File: src/rtl/dtw_ref_loader_if.sv
// Purpose : AXI4-Stream beat channel carrying packed reference samples from
//           the host DMA into dtw_ref_loader.
// Signals : tdata  - packed samples, lane 0 in the low bits
//           tvalid - beat valid (master -> slave)
//           tready - beat ready (slave -> master)
//           tlast  - final beat of the reference frame
interface dtw_ref_loader_if #(
    parameter int unsigned DATA_WID = 64
);
    logic [DATA_WID-1:0] tdata;
    logic                tvalid;
    logic                tready;
    logic                tlast;

    modport master (output tdata, output tvalid, output tlast, input tready);
    modport slave  (input tdata, input tvalid, input tlast, output tready);
endinterface

File: src/rtl/dtw_ref_loader.sv
// Purpose : Fills the DTW reference BRAM from a packed AXI4-Stream. Each
//           accepted beat is unpacked into one memory write per cycle
//           (lane 0 first) at a monotonically increasing address, and the
//           stream framing (tlast) is checked against the programmed length.
// Ports   : clk, rst        - clock, synchronous active-high reset
//           i_start         - one-cycle pulse, honoured only when idle
//           i_ref_len       - samples to load, sampled on accepted start
//           s_axis          - stream slave (tdata/tvalid/tready/tlast)
//           o_mem_wen/addr/din - registered write port to reference memory
//           o_busy          - load in progress
//           o_done          - one-cycle completion pulse
//           o_err           - sticky framing/length error
//           o_loaded_len    - samples written by the last load
module dtw_ref_loader #(
    parameter int unsigned WIDTH    = 16,
    parameter int unsigned PTR_WID  = 18,
    parameter int unsigned DATA_WID = 64
) (
    input  logic                clk,
    input  logic                rst,
    input  logic                i_start,
    input  logic [PTR_WID:0]    i_ref_len,
    dtw_ref_loader_if.slave     s_axis,
    output logic                o_mem_wen,
    output logic [PTR_WID-1:0]  o_mem_addr,
    output logic [WIDTH-1:0]    o_mem_din,
    output logic                o_busy,
    output logic                o_done,
    output logic                o_err,
    output logic [PTR_WID:0]    o_loaded_len
);
    localparam int unsigned LANES  = DATA_WID / WIDTH;
    localparam int unsigned LANE_W = (LANES > 1) ? $clog2(LANES) : 1;
    localparam int unsigned CNT_W  = PTR_WID + 1;
    localparam logic [CNT_W-1:0] CAP = {1'b1, {PTR_WID{1'b0}}};

    typedef enum logic [2:0] {
        IDLE,
        ACCEPT,
        WRITE,
        DRAIN,
        FIN
    } state_t;

    state_t r_state;
    state_t w_state_next;

    logic                        r_tready;
    logic                        r_mem_wen;
    logic [PTR_WID-1:0]          r_mem_addr;
    logic [WIDTH-1:0]            r_mem_din;
    logic                        r_busy;
    logic                        r_done;
    logic                        r_err;
    logic [CNT_W-1:0]            r_loaded_len;
    logic [CNT_W-1:0]            r_len;
    logic [CNT_W-1:0]            r_cnt;
    logic [LANE_W-1:0]           r_lane;
    logic [LANES-1:0][WIDTH-1:0] r_beat;
    logic                        r_last;
    logic                        r_skip;

    logic                        w_load;
    logic                        w_launch;
    logic                        w_first;
    logic                        w_set_err;
    logic                        w_done_next;
    logic                        w_fin_len;
    logic                        w_skip_next;
    logic                        w_hs;
    logic                        w_len_hit;
    logic                        w_last_lane;
    logic [LANE_W-1:0]           w_lane_next;
    logic [LANES-1:0][WIDTH-1:0] w_src;

    // r_cnt counts writes including the one currently on the memory port.
    assign w_hs        = s_axis.tvalid && r_tready;
    assign w_len_hit   = (r_cnt == r_len);
    assign w_last_lane = (r_lane == LANE_W'(LANES - 1));

    // Next lane to present: lane 0 of a freshly accepted beat, else the next buffered lane.
    always_comb begin
        w_lane_next = LANE_W'(r_lane + LANE_W'(1));
        w_src       = r_beat;
        if (w_first) begin
            w_lane_next = '0;
            w_src       = s_axis.tdata;
        end
    end

    // State register.
    always_ff @(posedge clk) begin
        if (rst) begin
            r_state <= IDLE;
        end else begin
            r_state <= w_state_next;
        end
    end

    // Next-state and control decode.
    always_comb begin
        w_state_next = r_state;
        w_load       = 1'b0;
        w_launch     = 1'b0;
        w_first      = 1'b0;
        w_set_err    = 1'b0;
        w_done_next  = 1'b0;
        w_fin_len    = 1'b0;
        w_skip_next  = 1'b0;
        case (r_state)
            IDLE: begin
                if (i_start) begin
                    w_load = 1'b1;
                    if ((i_ref_len == '0) || (i_ref_len > CAP)) begin
                        // Rejected lengths linger one extra cycle in FIN before done.
                        w_state_next = FIN;
                        w_set_err    = (i_ref_len > CAP);
                        w_skip_next  = 1'b1;
                    end else begin
                        w_state_next = ACCEPT;
                    end
                end
            end
            ACCEPT: begin
                if (w_hs) begin
                    w_launch     = 1'b1;
                    w_first      = 1'b1;
                    w_state_next = WRITE;
                end
            end
            WRITE: begin
                if (w_len_hit) begin
                    if (r_last) begin
                        w_state_next = FIN;
                        w_done_next  = 1'b1;
                        w_fin_len    = 1'b1;
                    end else begin
                        w_state_next = DRAIN;
                        w_set_err    = 1'b1;
                    end
                end else if (w_last_lane) begin
                    if (r_last) begin
                        w_state_next = FIN;
                        w_set_err    = 1'b1;
                        w_done_next  = 1'b1;
                        w_fin_len    = 1'b1;
                    end else begin
                        w_state_next = ACCEPT;
                    end
                end else begin
                    w_launch = 1'b1;
                end
            end
            DRAIN: begin
                if (w_hs && s_axis.tlast) begin
                    w_state_next = FIN;
                    w_done_next  = 1'b1;
                    w_fin_len    = 1'b1;
                end
            end
            FIN: begin
                if (r_skip) begin
                    w_done_next = 1'b1;
                end else begin
                    w_state_next = IDLE;
                end
            end
            default: begin
                w_state_next = IDLE;
            end
        endcase
    end

    // Datapath and registered outputs.
    always_ff @(posedge clk) begin
        if (rst) begin
            r_tready     <= 1'b0;
            r_mem_wen    <= 1'b0;
            r_mem_addr   <= '0;
            r_mem_din    <= '0;
            r_busy       <= 1'b0;
            r_done       <= 1'b0;
            r_err        <= 1'b0;
            r_loaded_len <= '0;
            r_len        <= '0;
            r_cnt        <= '0;
            r_lane       <= '0;
            r_beat       <= '0;
            r_last       <= 1'b0;
            r_skip       <= 1'b0;
        end else begin
            r_tready  <= (w_state_next == ACCEPT) || (w_state_next == DRAIN);
            r_busy    <= (w_state_next != IDLE);
            r_done    <= w_done_next;
            r_skip    <= w_skip_next;
            r_mem_wen <= w_launch;

            if (w_load) begin
                r_len        <= i_ref_len;
                r_cnt        <= '0;
                r_lane       <= '0;
                r_loaded_len <= '0;
                r_err        <= w_set_err;
            end else if (w_set_err) begin
                r_err <= 1'b1;
            end

            if (w_first) begin
                r_beat <= s_axis.tdata;
                r_last <= s_axis.tlast;
            end

            if (w_launch) begin
                r_mem_addr <= PTR_WID'(r_cnt);
                r_mem_din  <= w_src[w_lane_next];
                r_lane     <= w_lane_next;
                r_cnt      <= CNT_W'(r_cnt + CNT_W'(1));
            end

            if (w_fin_len) begin
                r_loaded_len <= r_cnt;
            end
        end
    end

    assign s_axis.tready = r_tready;
    assign o_mem_wen     = r_mem_wen;
    assign o_mem_addr    = r_mem_addr;
    assign o_mem_din     = r_mem_din;
    assign o_busy        = r_busy;
    assign o_done        = r_done;
    assign o_err         = r_err;
    assign o_loaded_len  = r_loaded_len;

endmodule

File: src/flat_wrapper.sv
// flat-port wrapper written by rule: the top's interface ports become plain ports
module dtw_ref_loader_flat 
#(
    parameter int unsigned WIDTH    = 16,
    parameter int unsigned PTR_WID  = 18,
    parameter int unsigned DATA_WID = 64
)
  (clk, rst, i_start, i_ref_len, o_mem_wen, o_mem_addr, o_mem_din, o_busy, o_done, o_err, o_loaded_len, s_axis_tdata, s_axis_tvalid, s_axis_tlast, s_axis_tready);
  dtw_ref_loader_if #(.DATA_WID(DATA_WID)) s_axis_i ();
  input  logic clk;
  input  logic rst;
  input  logic i_start;
  input  logic [PTR_WID:0] i_ref_len;
  output logic o_mem_wen;
  output logic [PTR_WID-1:0] o_mem_addr;
  output logic [WIDTH-1:0] o_mem_din;
  output logic o_busy;
  output logic o_done;
  output logic o_err;
  output logic [PTR_WID:0] o_loaded_len;
  input wire logic [$bits(s_axis_i.tdata)-1:0] s_axis_tdata;
  input wire logic [$bits(s_axis_i.tvalid)-1:0] s_axis_tvalid;
  input wire logic [$bits(s_axis_i.tlast)-1:0] s_axis_tlast;
  output wire logic [$bits(s_axis_i.tready)-1:0] s_axis_tready;
  assign s_axis_i.tdata = s_axis_tdata;
  assign s_axis_i.tvalid = s_axis_tvalid;
  assign s_axis_i.tlast = s_axis_tlast;
  assign s_axis_tready = s_axis_i.tready;
  dtw_ref_loader #(.WIDTH(WIDTH), .PTR_WID(PTR_WID), .DATA_WID(DATA_WID)) u_core (.clk(clk), .rst(rst), .i_start(i_start), .i_ref_len(i_ref_len), .s_axis(s_axis_i), .o_mem_wen(o_mem_wen), .o_mem_addr(o_mem_addr), .o_mem_din(o_mem_din), .o_busy(o_busy), .o_done(o_done), .o_err(o_err), .o_loaded_len(o_loaded_len));
endmodule
File: config.mk
export PLATFORM = sky130hd
export DESIGN_NAME = dtw_ref_loader_flat
export DESIGN_NICKNAME = d
export VERILOG_FILES = /design/src/rtl/dtw_ref_loader_if.sv /design/src/rtl/dtw_ref_loader.sv /design/src/flat_wrapper.sv
export SDC_FILE = /design/constraint.sdc
export NUM_CORES = 1
export LEC_CHECK = 0
export ABC_AREA = 0
export CAP_MARGIN = 30
export CORE_MARGIN = 5
export CORE_UTILIZATION = 52
export DETAILED_ROUTE_END_ITERATION = 7
export PLACE_DENSITY = 0.78
export SLEW_MARGIN = 20
export SYNTH_ARGS = -nofsm -noshare
export SYNTH_HDL_FRONTEND = slang
export SYNTH_SLANG_ARGS = --single-unit
export TNS_END_PERCENT = 20
File: constraint.sdc
create_clock -name clk -period 2.44 [get_ports clk]
set_input_delay 0.244 -clock clk [delete_from_list [all_inputs] [get_ports clk]]
set_output_delay 0.244 -clock clk [all_outputs]
set_load 0.03 [all_outputs]
==> metrics.txt <==
fraction of layout cells with a size suffix above 1=10.21%; routed len/inst=around 17 µm; Die ar.=about 0.017 mm²; fill cell count=between 1000 and 1500; ys async rst share=0%; NumNets Final=approximately 1100; worst-skew pair later-pin latency=0.43 ns; Setup CP Type=flop to flop; total CTS buffers=17; Setup violations, final=0; Synthesis Warnings=0; CP Max Fanout=19; Seq. cell area=approximately 0.0033 mm²; IO buf count=between 100 and 150; fin. max-slew vios=0; remaining antenna violation count=0; Critical Path Sink Type=flop; Slew @ Worst Pin=roughly 0.92 ns; Netlist cell types=51; worst path arrival time=2.39 ns; DRC viols=0; Post-Syn Instances=slightly above 900; CTS H-tree lvls=4; Die X=~130 µm; maximum number of pins on one net before global-route repair=about 130; Max Cap Viol=0; Core Area=0.01399 mm²; top_reg_cell synth=dfxtp_1; CTS Sinks=roughly 170; fin crit share=between 80% and 90%; Critical Path RT=2.72 ns; post-DP HPWL=14590 µm; final WL=~21000 µm; Fin. Hold Viols=0; total power=around 0.0061 W; via count=roughly 7100; fin crit period=2.114 ns; worst setup path startpoint=u_core.r_cnt[18]$_SDFFE_PP0P_; ANT cells=0; Max Clock Skew=about 0.0087 ns; RSZ-0062 raised after global routing=no; Min-Delay Path Class=input port to flop; HP Start=s_axis_tdata[19]; Post-synth EDFFs=0; area of the multi-input gates=0.003740 mm²; I/O pin cnt=approximately 150; Fin Hold WS=between 0.3 and 0.4 ns; CTS Root Cell=clkbuf_16; status=completed; crit path launch type=flop; #FFs+latches synth=roughly 170; Max-slew headroom=around two fifths; Max IR drop VDD=571.4 µV; commonest non-fill, non-tap cell in the layout=nand2_1; CTS clk-pin slew, worst paths=approximately 0.070 ns; worst r2r src=u_core.r_cnt[18]$_SDFFE_PP0P_; Vias/cell=around 5.8; PD cells=623.5 mW/mm²; Pre-antenna DRT Iters=5; Resize count post-CTS=0; worst-case clock buffer depth=2; global-route wire length before repair=around 34000 µm; most frequent cells in the layout=186 x nand2_1, 166 x dfxtp_1, 144 x clkdlybuf4s50_1; All-Layer GR Usage=about a quarter; sequential share of the synthesized area=roughly 45%; gr ovfl total=0; Starting Density=between 50% and 60%; Mapped Area=about 0.0075 mm²; Post-Layout Cell Count=1228; max frequency=between 0.4 and 0.5 GHz; Avg Cell Area, Syn=a little over 8 µm²; Initial DRC Count=~530; TritonCTS clock tree=built; Final Util=between 70 and 80%; vias in the first global route=about 6700; Placed Cells incl. Taps=around 1200; Final Wtd Congestion=roughly 0.83; num rows=between 40 and 50; initial antenna violation count=0; Syn-to-layout area delta=31.27%; Die Y=129.9 µm; syn_nets=1003; Leak=roughly 3.3 nW; Fin Setup TNS=0 ns
[worst max-delay path: stages, from the launching register on]
cell	delay (ns)
dfxtp_1	0.42
xor2_1	0.13
nor4_2	0.38
and3_1	0.32
a21oi_1	0.15
buf_4	0.23
o2111ai_1	0.22
a21oi_1	0.11
[through the flow]
step / instance area (µm²) / worst slack, ns
6_report: 9811 / 0.3264
5_1_grt: 9811 / 0.03753
4_1_cts: 9796 / 0.1848
3_5_place_dp: 9178 / 0.08653
3_3_place_gp: 9178 / 0.1156
2_1_floorplan: 7473 / 0.5183
[cell type report]
cell class | instances | area share (%)
flip-flops and latches | 167 | 34.09
clock buffers | 17 | 4.336
repair buffers | 193 | 19.08
inverters | 3 | 0.1148
well taps | 180 | 2.296
clock inverters | 15 | 1.964
multi-input cells | 653 | 38.12
[per-layer routing]
metal  part of all wire, %  wire length [µm]  global-route usage [%]
met2                    49             10330                   42.16
met4                   3.1               667                   9.780
met5                     0                 0                       0
met1                    43              9021                   32.15
met3                   5.5              1160                   5.813
[flip-flops by register name (all words and copies together), names as in the netlist]
name,cells
u_core.r_state,3
u_core.r_lane,2
u_core.r_beat,64
u_core.o_err,1
u_core.r_len,19
u_core.o_loaded_len,19
u_core.o_done,1
u_core.o_mem_addr,18
u_core.s_axis.tready,1
u_core.o_busy,1
u_core.r_last,1
u_core.r_cnt,19
u_core.r_skip,1
u_core.o_mem_wen,1
u_core.o_mem_din,16
[what timing repair did]
action                                  4_1_cts  5_1_grt
buffers inserted                              0        2
hold endpoints to repair                      0        0
hold buffers                                  0        0
endpoints found under the setup margin        0        1
[synth_stat cells, drive strengths merged, types with 2 or more instances]
library cell	n	area, µm²
o21ai	47	246.5
o22a	16	140.1
a31oi	4	25.02
clkbuf	52	197.7
nor4	10	90.08
xor2	20	175.2
nand2b	4	25.02
a311oi	16	202.7
dfxtp	167	3343
o21a	3	22.52
mux2i	33	330.3
nand3	46	235.2
and2	11	68.82
nand2	187	704.4
and4	2	17.52
nor2	21	78.83
and3	3	18.77
nor3	28	145.1
o2111ai	19	166.4
nor2b	5	31.28
a21oi	143	715.7
or3	4	25.02
o22ai	14	87.58
o211ai	3	22.52
buf	38	202.7
ha	2	25.02
inv	3	11.26
[power by group]
part	internal (W)	switching, W
sequential	0.00277	0.0000362
combinational	0.000239	0.000268
clock	0.00163	0.00117
[path summary, 6_finish.rpt]
check / to / slack, ns / cells past startpoint
max: u_core.o_loaded_len[5]$_SDFFE_PP0P_ / 0.33 / 7
min: u_core.r_beat[19]$_SDFF_PP0_ / 0.35 / 3
max reg2reg: u_core.o_loaded_len[5]$_SDFFE_PP0P_ / 0.33 / 7
min reg2reg: u_core.r_beat[49]$_SDFF_PP0_ / 0.45 / 2
[cell families (layout without fill, tap and decap cells)]
kind of cell,after synthesis,count (layout),synth area share [%]
compound gates,270,270,22.55
mux,34,34,4.571
flops,167,167,44.73
xor+xnor,20,20,2.344
simple gates,327,327,19.96
buf+inv,93,228,5.508
fa+ha+maj,2,2,0.3348
Power figures use the tool's default switching activity.
